$ cat config.mk
export PLATFORM = sky130hd
export DESIGN_NAME = tag_responder
export DESIGN_NICKNAME = d
export VERILOG_FILES = /design/src/rtl/tag_responder.sv
export SDC_FILE = /design/constraint.sdc
export NUM_CORES = 1
export LEC_CHECK = 0
export ABC_AREA = 1
export CORE_MARGIN = 3
export CORE_UTILIZATION = 60
export CTS_CLUSTER_SIZE = 12
export DETAILED_ROUTE_END_ITERATION = 8
export PLACE_DENSITY_LB_ADDON = 0.12
export SYNTH_ARGS = -nofsm -noshare
export SYNTH_HDL_FRONTEND = slang
export SYNTH_HIERARCHICAL = 1
export SYNTH_SLANG_ARGS = --single-unit
$ cat constraint.sdc
create_clock -name clk -period 4.7 [get_ports clk]
set_input_delay 0.47 -clock clk [delete_from_list [all_inputs] [get_ports clk]]
set_output_delay 0.47 -clock clk [all_outputs]
set_load 0.02 [all_outputs]
$ cat src/rtl/tag_responder.sv
// Tagged-request responder. Requests are parked in a small table for a
// fixed LATENCY, then handed out through a registered response slot.
// Tags already in the table or in the response slot are refused, so each
// tag is outstanding at most once.

// One table entry: holds tag/payload and counts down to eligibility.
module tag_responder_entry #(
  parameter int WIDTH     = 64,
  parameter int TAG_WIDTH = 4,
  parameter int CNT_WIDTH = 8,
  parameter int LATENCY   = 4
) (
  input  logic                 clk,
  input  logic                 reset,
  input  logic                 alloc,
  input  logic                 clear,
  input  logic [TAG_WIDTH-1:0] in_tag,
  input  logic [WIDTH-1:0]     in_data,
  output logic                 valid,
  output logic [TAG_WIDTH-1:0] tag,
  output logic [WIDTH-1:0]     data,
  output logic                 eligible
);
  logic                 valid_q, valid_d;
  logic [TAG_WIDTH-1:0] tag_q, tag_d;
  logic [WIDTH-1:0]     data_q, data_d;
  logic [CNT_WIDTH-1:0] cnt_q, cnt_d;

  // Next state: count down while occupied; alloc and clear never target the
  // same entry in one cycle (alloc picks a free entry, clear a valid one).
  always_comb begin
    valid_d = valid_q;
    tag_d   = tag_q;
    data_d  = data_q;
    cnt_d   = cnt_q;
    if (valid_q && cnt_q != '0) cnt_d = cnt_q - CNT_WIDTH'(1);
    if (clear) valid_d = 1'b0;
    if (alloc) begin
      valid_d = 1'b1;
      tag_d   = in_tag;
      data_d  = in_data;
      cnt_d   = CNT_WIDTH'(LATENCY);
    end
  end

  // Entry state register.
  always_ff @(posedge clk or posedge reset) begin
    if (reset) begin
      valid_q <= 1'b0;
      tag_q   <= '0;
      data_q  <= '0;
      cnt_q   <= '0;
    end else begin
      valid_q <= valid_d;
      tag_q   <= tag_d;
      data_q  <= data_d;
      cnt_q   <= cnt_d;
    end
  end

  // An occupied entry must never be overwritten.
  always @(posedge clk) begin
    if (!reset) assert (!(alloc && valid_q));
  end

  assign valid    = valid_q;
  assign tag      = tag_q;
  assign data     = data_q;
  assign eligible = valid_q && (cnt_q == '0);
endmodule

module tag_responder #(
  parameter int WIDTH     = 64,
  parameter int TAG_WIDTH = 4,
  parameter int DEPTH     = 4,
  parameter int LOG_DEPTH = 2,
  parameter int LATENCY   = 4,
  parameter int CNT_WIDTH = 8
) (
  input  logic                 clk,
  input  logic                 reset,
  input  logic                 req_valid,
  output logic                 req_ready,
  input  logic [TAG_WIDTH-1:0] req_tag,
  input  logic [WIDTH-1:0]     req_data,
  output logic                 resp_valid,
  input  logic                 resp_ready,
  output logic [TAG_WIDTH-1:0] resp_tag,
  output logic [WIDTH-1:0]     resp_data,
  output logic [LOG_DEPTH:0]   occupancy
);
  logic [DEPTH-1:0]                ent_valid, ent_elig, alloc_oh, clear_oh;
  logic [DEPTH-1:0][TAG_WIDTH-1:0] ent_tag;
  logic [DEPTH-1:0][WIDTH-1:0]     ent_data;

  logic                 out_valid_q, out_valid_d;
  logic [TAG_WIDTH-1:0] out_tag_q, out_tag_d;
  logic [WIDTH-1:0]     out_data_q, out_data_d;

  logic                 dup, full, free_found, elig_found, can_move;
  logic [TAG_WIDTH-1:0] sel_tag;
  logic [WIDTH-1:0]     sel_data;
  logic [LOG_DEPTH:0]   occ;

  for (genvar g = 0; g < DEPTH; g++) begin : g_ent
    tag_responder_entry #(
      .WIDTH(WIDTH), .TAG_WIDTH(TAG_WIDTH),
      .CNT_WIDTH(CNT_WIDTH), .LATENCY(LATENCY)
    ) u_ent (
      .clk      (clk),
      .reset    (reset),
      .alloc    (alloc_oh[g]),
      .clear    (clear_oh[g]),
      .in_tag   (req_tag),
      .in_data  (req_data),
      .valid    (ent_valid[g]),
      .tag      (ent_tag[g]),
      .data     (ent_data[g]),
      .eligible (ent_elig[g])
    );
  end

  // Admission: refuse when full or when the tag is still outstanding anywhere
  // (table or response slot); grant goes to the lowest free entry. Decided
  // from registered state only, so a same-cycle move does not free a slot.
  always_comb begin
    dup = out_valid_q && (out_tag_q == req_tag);
    for (int i = 0; i < DEPTH; i++)
      if (ent_valid[i] && ent_tag[i] == req_tag) dup = 1'b1;
    full       = &ent_valid;
    req_ready  = !full && !dup;
    alloc_oh   = '0;
    free_found = 1'b0;
    for (int i = 0; i < DEPTH; i++) begin
      if (!free_found && !ent_valid[i]) begin
        free_found  = 1'b1;
        alloc_oh[i] = req_valid && req_ready;
      end
    end
  end

  // Drain: lowest eligible entry moves into the response slot whenever the
  // slot is empty or being consumed this cycle.
  always_comb begin
    can_move   = !out_valid_q || resp_ready;
    clear_oh   = '0;
    elig_found = 1'b0;
    sel_tag    = '0;
    sel_data   = '0;
    for (int i = 0; i < DEPTH; i++) begin
      if (!elig_found && ent_elig[i]) begin
        elig_found  = 1'b1;
        clear_oh[i] = can_move;
        sel_tag     = ent_tag[i];
        sel_data    = ent_data[i];
      end
    end
    out_valid_d = out_valid_q;
    out_tag_d   = out_tag_q;
    out_data_d  = out_data_q;
    if (can_move && elig_found) begin
      out_valid_d = 1'b1;
      out_tag_d   = sel_tag;
      out_data_d  = sel_data;
    end else if (out_valid_q && resp_ready) begin
      out_valid_d = 1'b0;
    end
  end

  // Response slot register.
  always_ff @(posedge clk or posedge reset) begin
    if (reset) begin
      out_valid_q <= 1'b0;
      out_tag_q   <= '0;
      out_data_q  <= '0;
    end else begin
      out_valid_q <= out_valid_d;
      out_tag_q   <= out_tag_d;
      out_data_q  <= out_data_d;
    end
  end

  // Table occupancy, response slot not counted.
  always_comb begin
    occ = '0;
    for (int i = 0; i < DEPTH; i++) occ = occ + (LOG_DEPTH+1)'(ent_valid[i]);
  end

  // A zero or oversized load value would never count down correctly.
  always @(posedge clk) begin
    assert (LATENCY >= 1 && LATENCY < (1 << CNT_WIDTH));
  end

  assign resp_valid = out_valid_q;
  assign resp_tag   = out_tag_q;
  assign resp_data  = out_data_q;
  assign occupancy  = occ;
endmodule

After elaboration in Yosys (flattened, before gate mapping)
Index checks and enable logic that the tools add are counted. Widths: inputs -> output; s select.

Bitwise operators: 0. Divide/modulo/power cells: 0. Multiplexer cells: 45. Magnitude comparators: 0. Multipliers: 0. Reductions and logical operators: 53. Equality and inequality tests: 5. $add $sub $neg: 7. Shift operators: 0.

Operators by type and width (number): $mux 64 (4); $mux 8 (8); $logic_not 8->1 (4); $reduce_bool 8->1 (4); $sub 8x1->8 const B (4); $mux 1 (29); $logic_and 1x1->1 (23); $eq 4x4->1 (5); $reduce_bool 2->1 (9); $mux 4 (4); $logic_not 1->1 (11); $reduce_and 4->1 (1); $add 2x1->3 (1); $add 3x1->3 (1); $add 1x1->2 (1); $logic_or 1x1->1 (1).

RAM bits: 0. Bits of input ports: 72. Output and inout bits: 73. Bits in registers: 377. Memories: 0. Latch bits: 0. ROM bits: 0.

Longest topological paths before layout
Depth after elaboration: 14. Mapped depth: 16. Depth with buffers taken out: 13.

Modules after synthesis
Netlist, hierarchy kept.

By module, submodules not included: tag_responder_entry (instances 4, area an instance 3079.2 um^2, cells each 363, seq. area each 1926.8 um^2); tag_responder (instances 1, area an instance 4984.8 um^2, cells each 656, seq. area each 1726.7 um^2).

Worst setup path after synthesis
Ideal clock, no wire load.

Kind: register to register. Start: register g_ent[1].u_ent.cnt_q[0]. End: register out_data_q[43] (netlist: resp_data[43]). Setup time: 137 ps. Cell stages (with the launch flop): 12. Clock period less this slack: 2351 ps. Slack: 2349 ps. Data required time: 4563 ps. Buffers on the path: 2. Arrival: 2214 ps. Cells stage by stage: dfrtp_1 inv_2 ha_1 nand3_1 nor3_1 nor2_8 nand3_2 inv_2 buf_4 buf_4 a21oi_1 a41oi_2.

Word-level cells in the longest chain between the ends: 11.

Ends and longest elaborated chain: start: declaration (line 27) `logic [CNT_WIDTH-1:0] cnt_q, cnt_d;`; start signal: assignment (line 57) `cnt_q <= cnt_d;`; $logic_not 8->1 (*) (line 69) `assign eligible = valid_q && (cnt_q == '0);`; $logic_and 1x1->1 (*) (line 69); via ent_elig[1] (line 92) `logic [DEPTH-1:0] ent_valid, ent_elig, alloc_oh, clear_oh;`; $logic_and 1x1->1 (*) (line 151) `if (!elig_found && ent_elig[i]) begin`; $mux 1 (line 151); $logic_not 1->1 (line 151); $logic_and 1x1->1 (line 151); $mux 1 (line 151); $logic_not 1->1 (line 151); $logic_and 1x1->1 (line 151); $mux 1 (line 151); $logic_and 1x1->1 (line 161) `if (can_move && elig_found) begin`; end signal: assignment (line 179) `out_data_q <= out_data_d;`; end: declaration (line 98) `logic [WIDTH-1:0] out_data_q, out_data_d;`.

The timed path passes the listed nets; every way through them passes the cells marked *. A chain may end at the register's enable or synchronous reset.

Worst setup path after layout
Start: register g_ent[0].u_ent.valid_q. End: output occupancy[1].

Word-level cells in the longest chain between the ends: 3.

Ends and longest elaborated chain: start: declaration (line 24) `logic valid_q, valid_d;`; start signal: assignment (line 54) `valid_q <= valid_d;`; $add 1x1->2 (line 186) `for (int i = 0; i < DEPTH; i++) occ = occ + (LOG_DEPTH+1)'(ent_valid[i]);`; $add 2x1->3 (line 186); $add 3x1->3 (line 186); end: declaration (line 90) `output logic [LOG_DEPTH:0] occupancy`.

Every way passes these cells.

==> flow_summary_export.csv <==
group,metric,value,unit
run_status,status,"finished clean",
drt,detail_route.iter0.violations,1509,
floorplanning,site_rows,61,
synthesis,synth_top_area_share,54.5,%
clock_network,ctsResizeCount,0,
finish,final_cell_area,0.0201,mm²
setup_path,start_kind,"flip-flop",
clock_network,hold_buffers,0,
synthesis,synth_edf_count,0,
timing,min_period_over_period,73.0,%
drt,via_count,15246,
timing,period_needed,3.43,ns
finish,area_growth_syn_to_fin,16.5,%
setup_path,worstSetupPathType,"flip-flop to output pin",
drt,final_antenna_net_count,0,
timing,final_max_slew_viol_count,0,
floorplanning,die_area,0.0309,mm²
clock_network,cts_clock_pin_slew_for_the_worst_setup_and_hold_paths,0.06,ns
global_route,antenna_found_initial,2,
global_route,gr-total-overflow,0,
timing,final_hold_viol_count,0,
finish,layout.cells.non_filler,2598,
drt,wl_per_cell,19.2,µm
power,total_power,14.7,mW
clock_network,clkLatencyLatePin,0.52,ns
synthesis,synth_area_leader_cell,"dfrtp_1",
synthesis,async_reset_ff_share,100,%
clock_network,cts.path.max_buffers,3,
finish,share_of_cells_above_drive_strength_1,7.39,%
floorplanning,dieWidth,176,µm
timing,max_slew_margin,22.3,%
timing,report.final.setup_viol,0,
clock_network,tritoncts_clock_tree,"done",
synthesis,post_synth_inst_count,2108,
job,cap_viol_max_count,0,
drt,vias_per_cell,5.87,
floorplanning,num_io_pins,145,
synthesis,synthesis.area_per_instance,8.21,µm²
placement,dp.cells,2535,
global_route,grt.met3_usage,5.34,%
timing,timing.clock.skew,0.0151,ns
placement,gp_congestion,0.901,
finish,fillCellCount,2197,
synthesis,ys_ff_latch,377,
global_route,track_usage,32.6,%
global_route,grt_pass1_wl,80.9,mm
finish,nNetsFinal,2281,
setup_path,worstRegToRegCells,11,
timing,max_clock_freq,292,MHz
clock_network,clock_tree.root_cell,"clkbuf_16",
synthesis,post_synth_num_cell_types,33,
placement,place.port_buffers,144,
clock_network,clk_sink_count,377,
synthesis,net_count_synth,2190,
synthesis,synth-seq-area-share,54.5,%
synthesis,synth_top_flop_cell,"dfrtp_1",
timing,fin_tns_setup,0,ns
setup_path,cp.required,4.23,ns
drt,totalWireLength,50.0,mm
setup_path,arrival,2.96,ns
drt,route.detailed.drc,0,
setup_path,worstSetupEndpointType,"output pin",
placement,hpwl,28.3,mm
floorplanning,die_h,176,µm
timing,worst_pin_slew,1.16,ns
global_route,grt.met2_usage,53.8,%
timing,unrepaired_setup_endpoints_after_global_routing,"false",
floorplanning,initial_utilization,61.6,%
clock_network,cts_made_buffers,40,
drt,detail_route.first_pass.iterations,6,
global_route,grt.busiest_layer,"met2",
synthesis,syn_area,0.0173,mm²
placement,place_area,0.0189,mm²
global_route,grt_start_max_net_pins,71,
synthesis,ys_top_cells_by_area,"dfrtp_1, nand2_1, nand3_1",
synthesis,synth_warn,6,
clock_network,cts_max_level,2,
finish,finalCoreUtilization,71.7,%
power,worst_ir_drop_vdd,405,µV
global_route,via_count_of_the_first_global_routing_pass,15222,
hold_path,whs_path_cells,2,
global_route,met1_usage,44.8,%
power,power_density,729,mW/mm²
hold_path,timing.hold.worst.class,"flip-flop to flip-flop",
power,leakage_power_total,9.82,nW
clock_network,post_cts_buffers,0,
setup_path,timing.critical_path.fanout_max,7,
floorplanning,fp.coreArea,0.0281,mm²
[area by class of cell]
| type | instances | area (µm²) | area share [%] |
|---|---|---|---|
| Sequential cell | 377 | 9430 | 46.8 |
| Multi-Input combinational cell | 1527 | 7000 | 34.7 |
| Timing Repair Buffer | 173 | 1670 | 8.30 |
| Clock buffer | 57 | 1190 | 5.89 |
| Tap cell | 378 | 473 | 2.35 |
| Inverter | 80 | 307 | 1.52 |
| Clock inverter | 5 | 75.1 | 0.373 |
| Antenna cell | 1 | 2.50 | 0.0124 |
[synth_stat cells, types with 9 or more instances]
cell type / n
nand2_1: 1006
dfrtp_1: 377
nand3_1: 166
nor2_1: 118
a21oi_1: 66
inv_1: 66
clkbuf_1: 55
buf_2: 49
a41oi_1: 37
a41oi_2: 28
nand4_1: 24
o21ai_1: 16
nor2_4: 12
inv_2: 10
o21ai_0: 10
buf_4: 9
ha_1: 9
[cells in the final DEF (no fill, tap or decap), drive strengths merged]
cell / netlist / final
bufinv: 0 / 2
nand4: 24 / 24
inv: 76 / 71
nor3: 4 / 4
clkinv: 4 / 12
a41oi: 65 / 65
a21oi: 67 / 67
nand2: 1011 / 1011
and2: 1 / 1
o221ai: 1 / 1
a31oi: 4 / 4
clkbuf: 55 / 57
nand3: 167 / 167
diode: 0 / 1
o21ai: 26 / 26
fa: 1 / 1
nand3b: 1 / 1
ha: 9 / 9
nor2: 139 / 139
clkdlybuf4s50: 0 / 144
buf: 69 / 29
o211ai: 2 / 2
dfrtp: 377 / 377
xnor2: 5 / 5
[worst paths after layout]
path	from	endpoint	slack [ns]
worst min-delay path	g_ent[1].u_ent/data[47]	g_ent[1].u_ent/data[47]	0.47
worst min register to register	g_ent[1].u_ent/data[47]	g_ent[1].u_ent/data[47]	0.47
worst max-delay path	g_ent[0].u_ent/valid	occupancy[1]	1.27
max in group asynchronous	reset	g_ent[1].u_ent/data[46]	2.92
worst max register to register	g_ent[0].u_ent/cnt_q[1]	resp_data[45]	1.32
min in group asynchronous	reset	g_ent[0].u_ent/cnt_q[0]	0.53
[power breakdown]
part           internal, mW  switching, mW  leakage (nW)
Sequential             4.76          0.954          4.71
Combinational          2.17           3.72          4.49
Clock                  1.84           1.23         0.624
Total                  8.78           5.91          9.82
[kinds of logic after synthesis]
| family | after synthesis | synth area share [%] |
|---|---|---|
| and+or+nand+nor | 1347 | 31.7 |
| DFF | 377 | 54.5 |
| buffers and inverters | 204 | 5.28 |
| AOI/OAI and AO/OA | 165 | 7.50 |
| adders and majority gates | 10 | 0.767 |
| xor gates and xnor gates | 5 | 0.253 |
[state kept, by name, summed over array words and instances (netlist names)]
| signal | count |
|---|---|
| resp_valid | 1 |
| resp_tag | 4 |
| g_ent.u_ent/data | 256 |
| g_ent.u_ent/valid | 4 |
| resp_data | 64 |
| g_ent.u_ent/cnt_q | 32 |
| g_ent.u_ent/tag | 16 |
[through the flow]
| stage | hold slack, ns | setup WS [ns] |
|---|---|---|
| 6_report | 0.469 | 1.27 |
| 5_1_grt | 0.488 | 1.14 |
| 4_1_cts | 0.473 | 1.26 |
| 3_5_place_dp | 0.458 | 1.19 |
| 3_3_place_gp | 0.453 | 1.29 |
| 2_1_floorplan | 0.442 | 2.26 |
[routing by layer]
metal / vias up / wire length [µm]
li1: 6915 / -
met1: 7399 / 20100
met2: 810 / 23900
met3: 120 / 4480
met4: 2 / 1510
met5: - / 13
[worst max-delay path, stage by stage (launching register included)]
cell,delay [ns]
dfrtp_1,0.59
inv_1,0.18
fa_1,0.55
inv_1,0.04
ha_1,0.20
ha_1,0.28
clkdlybuf4s50_1,0.59
No activity file was read; power rests on OpenSTA's default activity.
